--- src/rtl/shift_seq_ctrl.sv ---
// rtl/shift_seq_ctrl.sv - sequential one-bit-per-cycle shift controller with start/done handshake
//
// Purpose:
//   Serialises a multi-bit shift onto a single-bit shift stage. An accepted start
//   loads the operand into the result register, then one bit position is shifted
//   per clock until the (clamped) amount is exhausted. The result is held until
//   the next accepted start.
//
// Optional feature macro: SHIFT_SEQ_ROTATE_EN
//   defined   : op 100 = ROL, op 101 = ROR (amount not clamped), op 110/111 = LSL
//   undefined : op[2] ignored, op decodes as op[1:0]
//
// Ports:
//   clk    in   rising-edge clock
//   rst_n  in   asynchronous active-low reset
//   start  in   request, accepted when IDLE or DONE
//   op     in   [2:0] 000 LSL, 001 ASL, 010 LSR, 011 ASR, 100 ROL, 101 ROR
//   din    in   [WIDTH-1:0] operand
//   amt    in   [AMT_W-1:0] shift amount
//   busy   out  high while shifting
//   done   out  one-cycle pulse, dout valid
//   dout   out  [WIDTH-1:0] result register

module shift_seq_ctrl #(
  parameter int WIDTH = 4,
  parameter int AMT_W = 3
) (
  input  logic             clk,
  input  logic             rst_n,
  input  logic             start,
  input  logic [2:0]       op,
  input  logic [WIDTH-1:0] din,
  input  logic [AMT_W-1:0] amt,
  output logic             busy,
  output logic             done,
  output logic [WIDTH-1:0] dout
);

  typedef enum logic [1:0] {
    S_IDLE  = 2'd0,
    S_SHIFT = 2'd1,
    S_DONE  = 2'd2
  } state_e;

  state_e           state_q, state_d;
  logic [AMT_W-1:0] cnt_q, cnt_d;
  logic [2:0]       op_q, op_d;
  logic [WIDTH-1:0] dout_q, dout_d;
  logic             busy_q, busy_d;
  logic             done_q, done_d;

  logic [WIDTH-1:0] step;
  logic [AMT_W-1:0] cnt_load;
  logic             is_rot;

  // One-bit step of the held result. The raw op code is stored so that every
  // op bit participates in the decode; aliasing is resolved here.
  always_comb begin
    step = {dout_q[WIDTH-2:0], 1'b0};
    case (op_q)
`ifdef SHIFT_SEQ_ROTATE_EN
      3'b000, 3'b001, 3'b110, 3'b111: step = {dout_q[WIDTH-2:0], 1'b0};
      3'b010:                         step = {1'b0, dout_q[WIDTH-1:1]};
      3'b011:                         step = {dout_q[WIDTH-1], dout_q[WIDTH-1:1]};
      3'b100:                         step = {dout_q[WIDTH-2:0], dout_q[WIDTH-1]};
      3'b101:                         step = {dout_q[0], dout_q[WIDTH-1:1]};
`else
      3'b000, 3'b001, 3'b100, 3'b101: step = {dout_q[WIDTH-2:0], 1'b0};
      3'b010, 3'b110:                 step = {1'b0, dout_q[WIDTH-1:1]};
      3'b011, 3'b111:                 step = {dout_q[WIDTH-1], dout_q[WIDTH-1:1]};
`endif
      default:                        step = {dout_q[WIDTH-2:0], 1'b0};
    endcase
  end

  // Shifts past WIDTH cannot change the result, so the count is clamped.
  // Rotates are periodic, not saturating, so they run the full amount.
  always_comb begin
`ifdef SHIFT_SEQ_ROTATE_EN
    is_rot = (op == 3'b100) || (op == 3'b101);
`else
    is_rot = 1'b0;
`endif
    if (is_rot || (amt <= AMT_W'(WIDTH))) begin
      cnt_load = amt;
    end else begin
      cnt_load = AMT_W'(WIDTH);
    end
  end

  always_comb begin
    state_d = state_q;
    cnt_d   = cnt_q;
    op_d    = op_q;
    dout_d  = dout_q;
    case (state_q)
      S_IDLE, S_DONE: begin
        if (start) begin
          dout_d  = din;
          op_d    = op;
          cnt_d   = cnt_load;
          state_d = (cnt_load == '0) ? S_DONE : S_SHIFT;
        end else begin
          state_d = S_IDLE;
        end
      end
      S_SHIFT: begin
        dout_d = step;
        cnt_d  = cnt_q - AMT_W'(1);
        if (cnt_q == AMT_W'(1)) begin
          state_d = S_DONE;
        end
      end
      default: state_d = S_IDLE;
    endcase
    // Flags are registered from the next state so they line up with it.
    busy_d = (state_d == S_SHIFT);
    done_d = (state_d == S_DONE);
  end

  always_ff @(posedge clk or negedge rst_n) begin
    if (!rst_n) begin
      state_q <= S_IDLE;
      cnt_q   <= '0;
      op_q    <= '0;
      dout_q  <= '0;
      busy_q  <= 1'b0;
      done_q  <= 1'b0;
    end else begin
      state_q <= state_d;
      cnt_q   <= cnt_d;
      op_q    <= op_d;
      dout_q  <= dout_d;
      busy_q  <= busy_d;
      done_q  <= done_d;
    end
  end

  assign busy = busy_q;
  assign done = done_q;
  assign dout = dout_q;

endmodule
--- config.mk ---
export PLATFORM = sky130hd
export DESIGN_NAME = shift_seq_ctrl
export DESIGN_NICKNAME = d
export VERILOG_FILES = /design/src/rtl/shift_seq_ctrl.sv
export SDC_FILE = /design/constraint.sdc
export NUM_CORES = 1
export LEC_CHECK = 0
export BUFFER_PORTS_ARGS = -buffer_cell sky130_fd_sc_hd__buf_2
export CORE_MARGIN = 1.5
export CORE_UTILIZATION = 45
export DETAILED_ROUTE_END_ITERATION = 10
export PLACE_DENSITY = 0.8
export SLEW_MARGIN = 0
export SYNTH_ARGS = -nofsm -noshare
export SYNTH_HDL_FRONTEND = slang
export SYNTH_SLANG_ARGS = --single-unit
--- constraint.sdc ---
create_clock -name clk -period 1.8 [get_ports clk]
set_clock_uncertainty 0.2 [all_clocks]
set_input_delay 0 -clock clk [delete_from_list [all_inputs] [get_ports clk]]
set_output_delay 0 -clock clk [all_outputs]
set_load 0.005 [all_outputs]
==> metrics.csv, run 1 <==
stage;metric;value;unit
status;status;complete, no violations;
power;ir_drop;0.000855;V
grt;grt_max_degree;14;
sta;setup_viol;0;
detailed_routing;routed_via_density;5.29;
detailed_routing;first_pass_iters;4;
die;ios;19;
grt;grt-ovfl-total;0;
min_path;hp-class;in2reg;
critical_path;cp.required;1.74;ns
sta;finalWorstSetupSlack;0.326;ns
layout;n_antenna_cell;0;
power;power;1430;uW
grt;grt_pass1_wl;2620;um
synth;postSynthRegisterBits;13;
die;dieArea;1780;um2
sta;maxSlewHeadroom;61.0;%
sta;setup-tns-final;0;ns
sta;period_needed;1.47;ns
die;core;1370;um2
power;p_per_area;1550;nW/um2
layout;syn2layout_area_growth;33.3;%
sta;hold_ws;0.243;ns
die;fp.dieH;42.2;um
layout;final_common_cell;buf_2;
sta;fmaxAchievable;0.679;GHz
synth;synthCells;67;
detailed_routing;vias;598;
power;combPwrFrac;47.4;%
clocking;cts-resized-gates;0;
synth;seq_area_frac_synth;47.1;%
power;p_int;852;uW
power;leakagePower;0.000442;uW
detailed_routing;routed_wirelength;1520;um
sta;tightestPinTransition;0.584;ns
synth;syn_nets;82;
detailed_routing;ant_nets;0;
critical_path;startpoint_type;flop;
synth;ys_warn_count;0;
clocking;clk_latency;0.27;ns
power;seq_power_share;39.9;%
clocking;clock_sinks;13;
critical_path;crit_path_end_kind;flop;
clocking;htreeDepth;1;
critical_path;reg2reg_slack;0.33;ns
layout;nNetsFinal;114;
synth;mappedNetlistArea;691;um2
grt;antenna_found_initial;0;
clocking;cts_buffer_depth;2;
placement;io_buffer_count;17;
run;drv_cap;0;
die;die_w;42.2;um
grt;gr-usage-all-layers;19.4;%
sta;period_share;81.9;%
die;placementRows;13;
clocking;cts_root_buffer;clkbuf_4;
clocking;cts_hold_buffers;12;
sta;rsz0062_at_grt;false;
layout;drive_above_1_share;28.6;%
power;p_sw;575;uW
synth;syn_avg_cell_area;10.3;um2
placement;dp_hpwl;1030;um
sta;drv_slew;0;
synth;yosysUniqueCellTypes;26;
clocking;cts-buffers-inserted;3;
die;start_util;50.5;%
critical_path;crit_fanout;11;
clocking;cts_tree;built;
placement;dp_slack;0.319;ns
detailed_routing;wl_per_cell;13.4;um
critical_path;path_class;reg2reg;
detailed_routing;first_iter_violations;18;
detailed_routing;drc;0;
power;p_sw_share;40.3;%
clocking;post_cts_buffers;0;
clocking;path_clk_slew;0.08;ns
critical_path;cp_data_arrival_time;1.41;ns
layout;final_cell_mix;17 x buf_2, 14 x nand2_1, 13 x dfrtp_1;
grt;grt_pass1_vias;578;
power;p_clk_share;12.7;%
placement;place.gp.congestion;0.798;
sta;hold_viol;0;
synth_stat cells (all sizes together):
| master | number | area, um2 |
|---|---|---|
| a31oi | 3 | 18.8 |
| nor2b | 4 | 27.5 |
| o211ai | 1 | 12.5 |
| nand2 | 14 | 52.6 |
| ha | 2 | 25.0 |
| a22o | 2 | 17.5 |
| a21oi | 4 | 23.8 |
| o22ai | 2 | 12.5 |
| dfrtp | 13 | 325 |
| a211oi | 3 | 27.5 |
| o311ai | 1 | 8.76 |
| mux2i | 1 | 10.0 |
| nand2b | 3 | 18.8 |
| a221oi | 1 | 15.0 |
| and4bb | 1 | 12.5 |
| buf | 4 | 35.0 |
| and2b | 1 | 7.51 |
| inv | 4 | 15.0 |
| nor4bb | 1 | 10.0 |
| nor3 | 2 | 15.0 |
final cells by class:
cell class / count / area (um2)
timing repair buffer: 31 / 220
tap: 15 / 18.8
inverter: 4 / 15.0
multi-input combinational: 46 / 315
clock buffer: 4 / 26.3
sequential: 13 / 325
fill: 119 / 445
flip-flops by register name, summed over array words and instances (netlist names):
| signal | flops |
|---|---|
| done | 1 |
| cnt_q | 3 |
| op_q | 2 |
| state_q | 2 |
| dout | 4 |
| busy | 1 |
worst paths after layout:
| kind | startpoint | to | cells past startpoint |
|---|---|---|---|
| setup / recovery | state_q[1] | dout[1] | 3 |
| hold / removal | op[0] | op_q[0] | 4 |
| setup reg to reg | state_q[1] | dout[1] | 3 |
| hold reg to reg | op_q[0] | op_q[0] | 2 |
| max in group asynchronous | rst_n | cnt_q[0] | 3 |
| min in group asynchronous | rst_n | dout[0] | 3 |
worst max-delay path: stages (launching register included):
cell	delay, ns
dfrtp_1	0.40
nand2b_1	0.32
a211oi_1	0.35
a31oi_1	0.08
metal layers:
metal  GRT usage [%]  routed length (um)  vias to the layer above
li1                -                   -                      298
met1            26.6                 694                      274
met2            28.9                 707                       22
met3            3.88                  77                        4
met4            10.0                  38                        0
met5               0                   0                        -
kinds of logic after synthesis:
family | synth area share, %
muxes | 1.45
AOI/OAI and AO/OA | 19.7
buffers and inverters | 7.25
DFF | 47.1
and+or+nand+nor | 20.8
adders and majority gates | 3.62
power by group through the flow:
stage | logic, uW | clock network [uW] | registers (uW)
2_1_floorplan | 525 | 0 | 551
3_3_place_gp | 619 | 0 | 561
3_5_place_dp | 660 | 0 | 566
4_1_cts | 683 | 193 | 559
5_1_grt | 766 | 200 | 582
6_report | 676 | 181 | 569
through the flow:
| stage | cells | utilization (%) | area (um2) |
|---|---|---|---|
| 2_1_floorplan | 67 | - | 691 |
| 3_3_place_gp | 97 | 56.7 | 774 |
| 3_5_place_dp | 97 | 56.7 | 774 |
| 4_1_cts | 113 | 67.4 | 921 |
| 5_1_grt | 113 | 67.4 | 921 |
| 6_report | 113 | 67.4 | 921 |
(Power assumes the default switching activity.)
==> run 2: changes to the inputs <==
==> constraint.sdc (replaced) <==
create_clock -name clk -period 1.4 [get_ports clk]
set_clock_uncertainty 0.2 [all_clocks]
set_input_delay 0 -clock clk [delete_from_list [all_inputs] [get_ports clk]]
set_output_delay 0 -clock clk [all_outputs]
set_load 0.005 [all_outputs]
==> run 2 against run 1 <==
Non-clock buffer count increased by 5; hold slack got worse by 0.0039 ns; clock power increased by 33%; critical endpoint is now dout[3]; sequential share of layout area fell by 2.5 points; largest cell class is now multi-input gates; largest power group unchanged; critical path type unchanged.
==> metrics.csv, run 2 (synthesized netlist as in run 1, its figures left out) <==
stage;metric;value;unit;change
min_path;min_to;op_q[0];;unchanged
die;start_util;50.5;%;unchanged
critical_path;cp.required;1.36;ns;was 1.74 ns
detailed_routing;wl_per_cell;14.1;um;was 13.4 um
critical_path;reg2reg_slack;0.01;ns;was 0.33 ns
grt;grt_pass1_wl;2550;um;was 2620 um
placement;dp.cells;98;;was 97
layout;final_cell_mix;17 x buf_2, 14 x nand2_1, 13 x dfrtp_1;;unchanged
min_path;hp-start;op[0];;unchanged
power;p_per_area;2050;nW/um2;was 1550 nW/um2
layout;final_cell_area;992;um2;was 921 um2
sta;rsz0062_at_grt;true;;was false
clocking;path_clk_slew;0.08;ns;about the same
detailed_routing;ant_nets;0;;unchanged
critical_path;cp_top_family;flip-flops;;was compound AO/OA/AOI/OAI gates
die;core;1370;um2;unchanged
clocking;htreeDepth;1;;unchanged
power;ir_drop;0.00129;V;was 0.000855 V
run;drv_cap;0;;unchanged
layout;drive_above_1_share;38.8;%;was 28.6%
clocking;cts_tree;built;;unchanged
critical_path;crit_path_end_kind;flop;;unchanged
layout;syn2layout_area_growth;43.7;%;was 33.3%
critical_path;cp_data_arrival_time;1.35;ns;was 1.41 ns
clocking;clk_latency;0.28;ns;was 0.27 ns
placement;place.gp.congestion;0.773;;was 0.798
clocking;cts_buffer_depth;2;;unchanged
die;ios;19;;unchanged
detailed_routing;first_iter_violations;23;;was 18
sta;tightestPinTransition;0.457;ns;was 0.584 ns
power;leakagePower;0.000474;uW;was 0.000442 uW
detailed_routing;drc;0;;unchanged
critical_path;path_class;reg2reg;;unchanged
critical_path;startpoint_type;flop;;unchanged
sta;finalWorstSetupSlack;0.0130;ns;was 0.326 ns
die;die_w;42.2;um;unchanged
sta;fmaxAchievable;0.721;GHz;was 0.679 GHz
die;dieArea;1780;um2;unchanged
layout;n_antenna_cell;0;;unchanged
critical_path;crit_path_top_delay_cell;dfrtp_1;;unchanged
grt;grt_max_degree;14;;unchanged
clocking;cts-buffers-inserted;3;;unchanged
sta;setup_viol;0;;unchanged
sta;period_needed;1.39;ns;was 1.47 ns
layout;stdcell_count;118;;was 113
detailed_routing;routed_wirelength;1660;um;was 1520 um
placement;dp_slack;-0.0284;ns;was 0.319 ns
die;fp.dieH;42.2;um;unchanged
critical_path;rr_startpoint;state_q[0];;was state_q[1]
placement;dp_hpwl;941;um;was 1030 um
layout;largest_reg_flops;4;;unchanged
critical_path;critPathBufInv;1;;was 0
min_path;min_path_cells;4;;unchanged
min_path;hp-class;in2reg;;unchanged
critical_path;worst_path_largest_cell_delay;0.43;ns;was 0.40 ns
layout;nNetsFinal;119;;was 114
sta;drv_slew;0;;unchanged
clocking;clock_sinks;13;;unchanged
grt;gr-usage-all-layers;19.1;%;was 19.4%
grt;grt-ovfl-total;0;;unchanged
critical_path;path_cells;buf_4 > nand2b_2 > a21oi_1 > mux2i_1;;was nand2b_1 > a211oi_1 > a31oi_1
die;placementRows;13;;unchanged
sta;period_share;99.1;%;was 81.9%
grt;grt_pass1_vias;603;;was 578
sta;hold_viol;0;;unchanged
status;status;complete, no violations;;unchanged
placement;io_buffer_count;17;;unchanged
critical_path;worstRegToRegCells;4;;was 3
grt;antenna_found_initial;0;;unchanged
sta;setup-tns-final;0;ns;unchanged
critical_path;crit_fanout;11;;unchanged
clocking;cts_root_buffer;clkbuf_4;;unchanged
detailed_routing;routed_via_density;5.36;;was 5.29
detailed_routing;vias;632;;was 598
layout;final_common_cell;buf_2;;unchanged
critical_path;r2r_end;dout[3];;was dout[1]
placement;placed_area;782;um2;was 774 um2
sta;maxSlewHeadroom;69.3;%;was 61.0%
detailed_routing;first_pass_iters;4;;unchanged
[run 2: cell types whose count changed in the layout (fill, tap and decap cells not counted), moves of 2 or more]
cell      before  now
buf_4          2    6
a211oi_2       1    3
nand2b_1       3    1
a211oi_1       2    0
nand2b_2       0    2
[run 2: worst register-to-register path: cells and delay by family, from the launching register on]
| family | cells | cell delay (ns) |
|---|---|---|
| DFF | 1 | 0.43 |
| AOI/OAI and AO/OA | 1 | 0.24 |
| muxes | 1 | 0.10 |
| buffers and inverters | 1 | 0.15 |
| and+or+nand+nor | 1 | 0.15 |
[run 2: final cells by class]
cell class	count	area [um2]
clock buffers	4	26.3
repair buffers	36	262
inverters	4	15.0
fillers	108	374
flip-flops and latches	13	325
well taps	15	18.8
multi-input cells	46	345
[run 2: worst max-delay path by stage]
stage,from,end,slack [ns],cells past startpoint
after floorplan,cnt_q[0],done,0.14,3
after global placement,state_q[1],dout[1],0.04,3
after detailed placement,state_q[1],dout[2],-0.03,3
after CTS,state_q[0],dout[2],0.01,5
after global routing,state_q[0],dout[3],-0.1,4
final,state_q[0],dout[3],0.01,4
[run 2: per-stage QoR]
| step | total power [uW] | utilization [%] | hold WS [ns] |
|---|---|---|---|
| 2_1_floorplan | 1380 | - | -0.496 |
| 3_3_place_gp | 1550 | 57.2 | -0.301 |
| 3_5_place_dp | 1580 | 57.2 | -0.295 |
| 4_1_cts | 1880 | 69.0 | 0.241 |
| 5_1_grt | 2180 | 72.6 | 0.287 |
| 6_report | 2040 | 72.6 | 0.239 |
[run 2: what timing repair did]
item / 4_1_cts / 5_1_grt
buffers inserted: 1 / 2
endpoints found under the setup margin: 3 / 6
gates cloned: 0 / 1
hold endpoints to repair: 25 / 0
hold buffers: 12 / 0
pin swaps: 0 / 1
resized for setup: 2 / 8
[run 2: where the power goes]
part | total [uW] | internal, uW | leakage [uW] | switching [uW]
clock network | 241 | 111 | 0.0000150 | 130
logic | 1050 | 549 | 0.000301 | 499
registers | 747 | 564 | 0.000158 | 184
[run 2: layer usage]
metal / routed length (um) / global-route usage (%) / up-vias
met1: 780 / 26.7 / 305
met3: 68 / 2.59 / 2
met4: 16 / 9.38 / 0
li1: - / - / 306
met5: 0 / 0 / -
met2: 799 / 28.9 / 19
